--- src/rtl/signed_minmax_scanner.sv ---
// signed_minmax_scanner: per-frame signed max/min search with sample indices,
// sharing one signed comparator between the max and min checks.
module signed_cmp #(
    parameter int WIDTH = 4
) (
    input  logic [WIDTH-1:0] a,
    input  logic [WIDTH-1:0] b,
    output logic             gt,
    output logic             lt,
    output logic             eq
);
    assign gt = $signed(a) > $signed(b);
    assign lt = $signed(a) < $signed(b);
    assign eq = a == b;
endmodule

module signed_minmax_scanner #(
    parameter int  WIDTH = 4,
    parameter int  COUNT = 8,
    localparam int IW    = (COUNT > 1) ? $clog2(COUNT) : 1
) (
    input  logic             clk,
    input  logic             rst_n,
    input  logic             start,
    input  logic             in_valid,
    input  logic [WIDTH-1:0] in_data,
    output logic             in_ready,
    output logic             busy,
    output logic             done,
    output logic [WIDTH-1:0] max_out,
    output logic [WIDTH-1:0] min_out,
    output logic [IW-1:0]    max_idx,
    output logic [IW-1:0]    min_idx
);
    localparam int             CW      = $clog2(COUNT + 1);
    localparam logic [CW-1:0]  CNT_MAX = CW'(COUNT);

    typedef enum logic [2:0] {IDLE, FIRST, ACCEPT, CMP_MAX, CMP_MIN, DONE} state_t;

    state_t           state_q, state_d;
    logic [CW-1:0]    cnt_q, cnt_d;
    logic [WIDTH-1:0] hold_q, hold_d;
    logic [IW-1:0]    hidx_q, hidx_d;
    logic [WIDTH-1:0] max_q, max_d, min_q, min_d;
    logic [IW-1:0]    maxi_q, maxi_d, mini_q, mini_d;
    logic             gt, lt, eq;

    // Operand B follows the state: running max in CMP_MAX, running min otherwise.
    signed_cmp #(.WIDTH(WIDTH)) u_cmp (
        .a  (hold_q),
        .b  (state_q == CMP_MAX ? max_q : min_q),
        .gt (gt),
        .lt (lt),
        .eq (eq)
    );

    always_comb begin
        state_d = state_q;
        cnt_d   = cnt_q;
        hold_d  = hold_q;
        hidx_d  = hidx_q;
        max_d   = max_q;
        min_d   = min_q;
        maxi_d  = maxi_q;
        mini_d  = mini_q;
        case (state_q)
            IDLE: state_d = start ? FIRST : IDLE;
            FIRST: if (in_valid) begin
                max_d   = in_data;
                min_d   = in_data;
                maxi_d  = '0;
                mini_d  = '0;
                cnt_d   = CW'(1);
                state_d = (COUNT == 1) ? DONE : ACCEPT;
            end
            ACCEPT: if (in_valid) begin
                hold_d  = in_data;
                hidx_d  = cnt_q[IW-1:0];
                cnt_d   = cnt_q + CW'(1);
                state_d = CMP_MAX;
            end
            CMP_MAX: begin
                // Strict compare only: ties keep the earliest index.
                if (gt && !eq) begin
                    max_d  = hold_q;
                    maxi_d = hidx_q;
                end
                state_d = CMP_MIN;
            end
            CMP_MIN: begin
                if (lt && !eq) begin
                    min_d  = hold_q;
                    mini_d = hidx_q;
                end
                state_d = (cnt_q == CNT_MAX) ? DONE : ACCEPT;
            end
            DONE:    state_d = IDLE;
            default: state_d = IDLE;
        endcase
    end

    always_ff @(posedge clk or negedge rst_n) begin
        if (!rst_n) begin
            state_q <= IDLE;
            cnt_q   <= '0;
            hold_q  <= '0;
            hidx_q  <= '0;
            max_q   <= '0;
            min_q   <= '0;
            maxi_q  <= '0;
            mini_q  <= '0;
        end else begin
            state_q <= state_d;
            cnt_q   <= cnt_d;
            hold_q  <= hold_d;
            hidx_q  <= hidx_d;
            max_q   <= max_d;
            min_q   <= min_d;
            maxi_q  <= maxi_d;
            mini_q  <= mini_d;
        end
    end

    assign in_ready = (state_q == FIRST) || (state_q == ACCEPT);
    assign busy     = state_q != IDLE;
    assign done     = state_q == DONE;
    assign max_out  = max_q;
    assign min_out  = min_q;
    assign max_idx  = maxi_q;
    assign min_idx  = mini_q;
endmodule
--- config.mk ---
export PLATFORM = sky130hd
export DESIGN_NAME = signed_minmax_scanner
export DESIGN_NICKNAME = d
export VERILOG_FILES = /design/src/rtl/signed_minmax_scanner.sv
export SDC_FILE = /design/constraint.sdc
export NUM_CORES = 1
export LEC_CHECK = 0
export CAP_MARGIN = 20
export CORE_MARGIN = 3
export CORE_UTILIZATION = 35
export CTS_BUF_LIST = sky130_fd_sc_hd__clkbuf_2 sky130_fd_sc_hd__clkbuf_4 sky130_fd_sc_hd__clkbuf_8
export CTS_CLUSTER_DIAMETER = 50
export DETAILED_ROUTE_END_ITERATION = 16
export SLEW_MARGIN = 10
export SYNTH_ARGS = -nofsm -noshare
export SYNTH_HDL_FRONTEND = slang
export SYNTH_SLANG_ARGS = --single-unit
--- constraint.sdc ---
create_clock -name clk -period 2.5 [get_ports clk]
set_input_delay 0.5 -clock clk [delete_from_list [all_inputs] [get_ports clk]]
set_output_delay 0.5 -clock clk [all_outputs]
set_load 0.02 [all_outputs]
==> metrics.txt, run 1 <==
largest net degree at the start of global routing 29; Die Wd about 73 µm; most common cell after layout, fill and taps aside dfrtp_1; Worst VDD drop about 0.0006 V; Synth Area per Inst about 11 µm²; number of flops mapped to enable cells by yosys 0; Crit path arrival time 2.49 ns; run status finished, final reports clean; syn_nets around 160; IO Port Bufs 24; Final Core Density 0.4761; sequential-to-total area share from yosys stat 0.4476; critical-path cell list and3b_2 -> buf_4 -> nand2_1 -> nand2_1 -> ha_1 -> nand4_1 -> and2_4 -> a31oi_4 -> mux2_4; Clock Pin Slew Worst Setup and Hold Paths approximately 0.1 ns; hold slack ~0.53 ns; worst setup margin approximately 0.18 ns; Startpoint Class flip-flop; Worst Reg2Reg Path Length in Cells 9; Yosys top cell area share 0.4476; CP endpoint kind flip-flop; crit path max-delay cell type dfrtp_1; vias in the first global route 1256; Core Region about 4100 µm²; wire length per cell 14.93 µm; Tmin final around 2.3 ns; via count ~1200; Bufs and invs on worst path 1; Initial Util 0.3777; Synth area leaders dfrtp_1 45%, mux2_2 7.2%, mux2i_1 6.4%; crit-path leading delay family simple AND/OR/NAND/NOR gates; post-route clock period utilization 0.9294; Post-Syn Area 1565 µm²; WP depth 9; CTS tree done; CTS Hold Bufs 0; final net count 194; leakage approximately 0.00087 µW; Layout Skew 0.006060 ns; flops & latches, synth 28; clock latency at the later pin of the worst-skew pair ~0.28 ns; Setup Viol. Count Final 0; critical path class reg2reg; leading area contributor after synthesis dfrtp_1; final antenna-violating net count 0; fin cells around 230; Max-slew headroom 0.6348; layout overhead on the synthesized area 26.06%; layout cells sized above 1 0.1844; # Max-Cap Violations 0; Ports 25; final hold viol count 0; Post-synth ARST share 1.000; highest-count cells in the layout ignoring fill and taps 28 x dfrtp_1, 24 x clkdlybuf4s50_1, 19 x nand2_1, 10 x nor2_1, 10 x mux2_2; worst-path maximum fanout 7; Clock Sinks 28; H-Tree Depth 1; cell mode on critical path nand2_1; WP data required 2.67 ns; Inserted Diodes 0; Power per Cell Area about 1300 nW/µm²; Yosys Warn Count 0; Die Span Y ~73 µm; number of remaining DRC errors 0; DRT Pass-1 Iters 4; fillers approximately 420; first-pass GRT wire length ~6000 µm; GRT overflow 0; Synth Instances around 150; all-layer global routing usage 0.1440; root buffer cell clkbuf_8; Peak Freq around 430 MHz; row count 23; Setup TNS Final 0 ns; Inst Count DP ~220; hold crit path type reg2reg; hold-critical path depth 1; Tightest Pin Transition around 0.55 ns; DIE AREA 5311 µm²; final wirelength roughly 3400 µm; Vias/cell 5.192; initial antenna violation count 0; Unique masters post-synth 35; ys flop type dfrtp_1; RSZ-0062 raised after global routing false; pre-CTS WS 0.05961 ns; Longest Clk Path Bufs 2; placer congestion estimate 0.7947; CP peak stage delay about 0.39 ns; Final Max Slew Viols 0; Final HPWL DP about 2500 µm; CTS Buf Count 3; Initial DRC Count 38
routing by layer:
| layer | track usage | wire, µm | vias to the layer above |
|---|---|---|---|
| met3 | 0.03444 | 139 | 4 |
| met1 | 0.1906 | 1596 | 589 |
| li1 | - | - | 576 |
| met5 | 0 | 0 | - |
| met2 | 0.2425 | 1662 | 20 |
| met4 | 0.02459 | 21 | 0 |
Yosys cell counts (2+ instances only):
library cell and count:
nand3_1 4, nor2_1 10, nand2b_1 5, o21ai_0 9, mux2_2 10, buf_2 5, ha_1 6, mux2_4 4
a21oi_1 3, mux2_1 2, nand2_1 19, a22o_1 2, a22oi_1 4, inv_1 9, dfrtp_1 28, mux2i_1 10
report_power, final:
part	switching (µW)	internal, µW	leakage [µW]
Clock	143	215	0.0000357
Sequential	150	633	0.000349
Combinational	731	688	0.000490
flip-flops by register name, summed over array words and instances (netlist names):
register / count
min_idx: 3
max_out: 4
min_out: 4
cnt_q: 4
max_idx: 3
hidx_q: 3
hold_q: 4
state_q: 3
stage by stage:
stage	instance area, µm²	power [µW]
finish	1973	2559
global route	1973	2771
CTS	1959	2529
detailed placement	1888	2157
global placement	1888	2125
floorplan	1565	1693
cell families after synthesis:
kind of cell / share of synthesized area
simple gates: 0.1575
flops: 0.4476
mux: 0.1887
compound gates: 0.1103
buf+inv: 0.04236
fa+ha+maj: 0.04796
xor+xnor: 0.005597
worst register-to-register path, stage by stage (launching register included):
cell     delay (ns)
dfrtp_1        0.39
and3b_2        0.28
buf_4          0.18
nand2_1        0.07
nand2_1        0.06
ha_1           0.28
nand4_1        0.13
and2_4         0.21
a31oi_4        0.28
mux2_4         0.33
final timing paths:
kind / startpoint / endpoint / slack [ns]
setup / recovery: state_q[0]$_DFFE_PN0P_ / min_out[2]$_DFFE_PN0P_ / 0.18
hold / removal: cnt_q[2]$_DFFE_PN0P_ / cnt_q[2]$_DFFE_PN0P_ / 0.53
setup reg to reg: state_q[0]$_DFFE_PN0P_ / min_out[2]$_DFFE_PN0P_ / 0.18
hold reg to reg: cnt_q[2]$_DFFE_PN0P_ / cnt_q[2]$_DFFE_PN0P_ / 0.53
max in group asynchronous: rst_n / state_q[2]$_DFFE_PN0P_ / 1.64
min in group asynchronous: rst_n / max_out[0]$_DFFE_PN0P_ / 0.60
area by class of cell:
| class | count | area (µm²) | area share |
|---|---|---|---|
| clock buffer | 3 | 41.29 | 0.02093 |
| inverter | 9 | 33.78 | 0.01712 |
| timing repair buffer | 32 | 300.3 | 0.1522 |
| multi-input combinational | 106 | 804.5 | 0.4077 |
| sequential | 28 | 700.7 | 0.3551 |
| clock inverter | 1 | 30.03 | 0.01522 |
| tap | 50 | 62.56 | 0.03171 |
timing repair:
item | in CTS | in global routing
endpoints found under the setup margin | 0 | 14
buffers inserted | 0 | 1
gates resized for setup | 0 | 3
(Power assumes the default switching activity.)
==> run 2: changes to the inputs <==
--- a/config.mk
+++ b/config.mk
@@ -11,6 +11,8 @@
 export CTS_BUF_LIST = sky130_fd_sc_hd__clkbuf_2 sky130_fd_sc_hd__clkbuf_4 sky130_fd_sc_hd__clkbuf_8
 export CTS_CLUSTER_DIAMETER = 50
 export DETAILED_ROUTE_END_ITERATION = 16
+export MAX_ROUTING_LAYER = met4
+export RECOVER_POWER = 50
 export SLEW_MARGIN = 10
 export SYNTH_ARGS = -nofsm -noshare
 export SYNTH_HDL_FRONTEND = slang
==> run 2 against run 1 <==
Combinational power about the same; global-route usage increased by 0.42 points; largest cell class unchanged; clock power about the same; maximum frequency decreased by 0.32%; via count decreased by 0.34%; first-iteration DRC count increased by 2.6%; highest routed layer unchanged; final area decreased by 0.95%; critical path depth unchanged; sequential power about the same; utilization decreased by 0.45 points; non-clock buffer count unchanged; largest power group unchanged.
==> metrics.txt, run 2 (synthesis results as in run 1) <==
via count approximately 1200; GRT overflow 0; placer congestion estimate 0.8060; layout cells sized above 1 0.1676; DRT Pass-1 Iters 4; Die Wd approximately 73 µm; CTS Buf Count 3; GRT busiest layer met2; IO Port Bufs 24; Initial Util 0.3777; layout overhead on the synthesized area 24.86%; Clock Pin Slew Worst Setup and Hold Paths around 0.10 ns; number of remaining DRC errors 0; vias in the first global route 1257; M2 GR Usage 0.2425; final wirelength approximately 3400 µm; root buffer cell clkbuf_8; Core Region ~4100 µm²; grt met1 use 0.1915; initial antenna violation count 0; Final HPWL DP around 2500 µm; RSZ-0062 raised after global routing false; Power per Cell Area between 1000 and 1500 nW/µm²; leakage roughly 0.00088 µW; most common cell after layout, fill and taps aside dfrtp_1; critical path class reg2reg; final antenna-violating net count 0; row count 23; Initial DRC Count 39; Worst VDD drop 0.0006076 V; Pwr Total roughly 2500 µW; highest-count cells in the layout ignoring fill and taps 28 x dfrtp_1, 19 x nand2_1, 17 x clkdlybuf4s50_1, 10 x nor2_1, 10 x mux2_2; run status finished, final reports clean; final hold viol count 0; largest net degree at the start of global routing 29; Max-slew headroom 0.01362; WP data required 2.67 ns; Setup TNS Final 0 ns; wire length per cell roughly 15 µm; Peak Freq 429.0 MHz; # Max-Cap Violations 0; worst-path maximum fanout 7; all-layer global routing usage 0.1482; final net count 194; Ports 25; Inserted Diodes 0; Die Span Y between 70 and 80 µm; first-pass GRT wire length about 6000 µm; post-route clock period utilization 0.9323; Tmin final 2.331 ns; Setup Viol. Count Final 0; H-Tree Depth 1; clock latency at the later pin of the worst-skew pair between 0.2 and 0.3 ns; Clock Sinks 28; CTS tree done; Longest Clk Path Bufs 2; Final Max Slew Viols 0; hold crit path type reg2reg; GR Layer Usage met3 0.03306; Crit path arrival time about 2.5 ns; Vias/cell between 5 and 6; Layout Skew between 0.005 and 0.006 ns; CP endpoint kind flip-flop; CTS Hold Bufs 0; Startpoint Class flip-flop; Tightest Pin Transition 1.480 ns; DIE AREA between 5000 and 6000 µm²
## run 2: cell count changes in the layout (fill, tap and decap cells not counted), sizes merged
cell,change
clkdlybuf4s50,-7
dlygate4sd3,+7
buf,-2
clkbuf,+2
## run 2: cell type report
type / count / area (µm²)
clock inverters: 1 / 30.03
inverters: 9 / 33.78
well taps: 50 / 62.56
fillers: 426 / 2190
clock buffers: 3 / 41.29
flip-flops and latches: 28 / 700.7
multi-input cells: 106 / 793.3
repair buffers: 32 / 292.8
## run 2: routing by layer
metal,wire [µm],vias up
li1,-,577
met1,1621,584
met2,1635,20
met3,131,4
met4,21,0
met5,0,-
## run 2: power by group
part	leakage, µW	internal, µW	switching, µW	total (µW)
Combinational	0.000497	673	724	1400
Sequential	0.000349	633	150	783
Clock	0.0000357	215	145	360
Total	0.000882	1520	1020	2540
## run 2: path summary, 6_finish.rpt
path | start | endpoint | slack, ns | cells after the start
max | state_q[0]$_DFFE_PN0P_ | min_out[2]$_DFFE_PN0P_ | 0.17 | 9
min | cnt_q[2]$_DFFE_PN0P_ | cnt_q[2]$_DFFE_PN0P_ | 0.53 | 1
max reg2reg | state_q[0]$_DFFE_PN0P_ | min_out[2]$_DFFE_PN0P_ | 0.17 | 9
min reg2reg | cnt_q[2]$_DFFE_PN0P_ | cnt_q[2]$_DFFE_PN0P_ | 0.53 | 1
max in group asynchronous | rst_n | state_q[2]$_DFFE_PN0P_ | 0.54 | 2
min in group asynchronous | rst_n | max_out[0]$_DFFE_PN0P_ | 1.10 | 2
## run 2: critical path, cell delays in order, from the launching register on
cell	delay, ns
dfrtp_1	0.39
and3b_2	0.28
buf_4	0.18
nand2_1	0.07
nand2_1	0.06
ha_1	0.27
nand4_1	0.13
and2_4	0.21
a31oi_4	0.28
mux2_4	0.33
## run 2: timing repair
item                       4_1_cts  5_1_grt
buffers inserted                 0        1
gates resized for setup          0        3
hold endpoints to repair         0        0
setup endpoints to repair        0       14
## run 2: through the flow
| step | util | hold WS [ns] | setup WS (ns) | area, µm² | std cells |
|---|---|---|---|---|---|
| floorplan | - | 0.2044 | 0.02338 | 1565 | 149 |
| global placement | 0.4556 | 0.5205 | 0.1398 | 1888 | 224 |
| detailed placement | 0.4556 | 0.5091 | 0.05961 | 1888 | 224 |
| CTS | 0.4728 | 0.5332 | 0.04344 | 1959 | 228 |
| global route | 0.4716 | 0.5659 | 0.06164 | 1954 | 229 |
| finish | 0.4716 | 0.5319 | 0.1691 | 1954 | 229 |
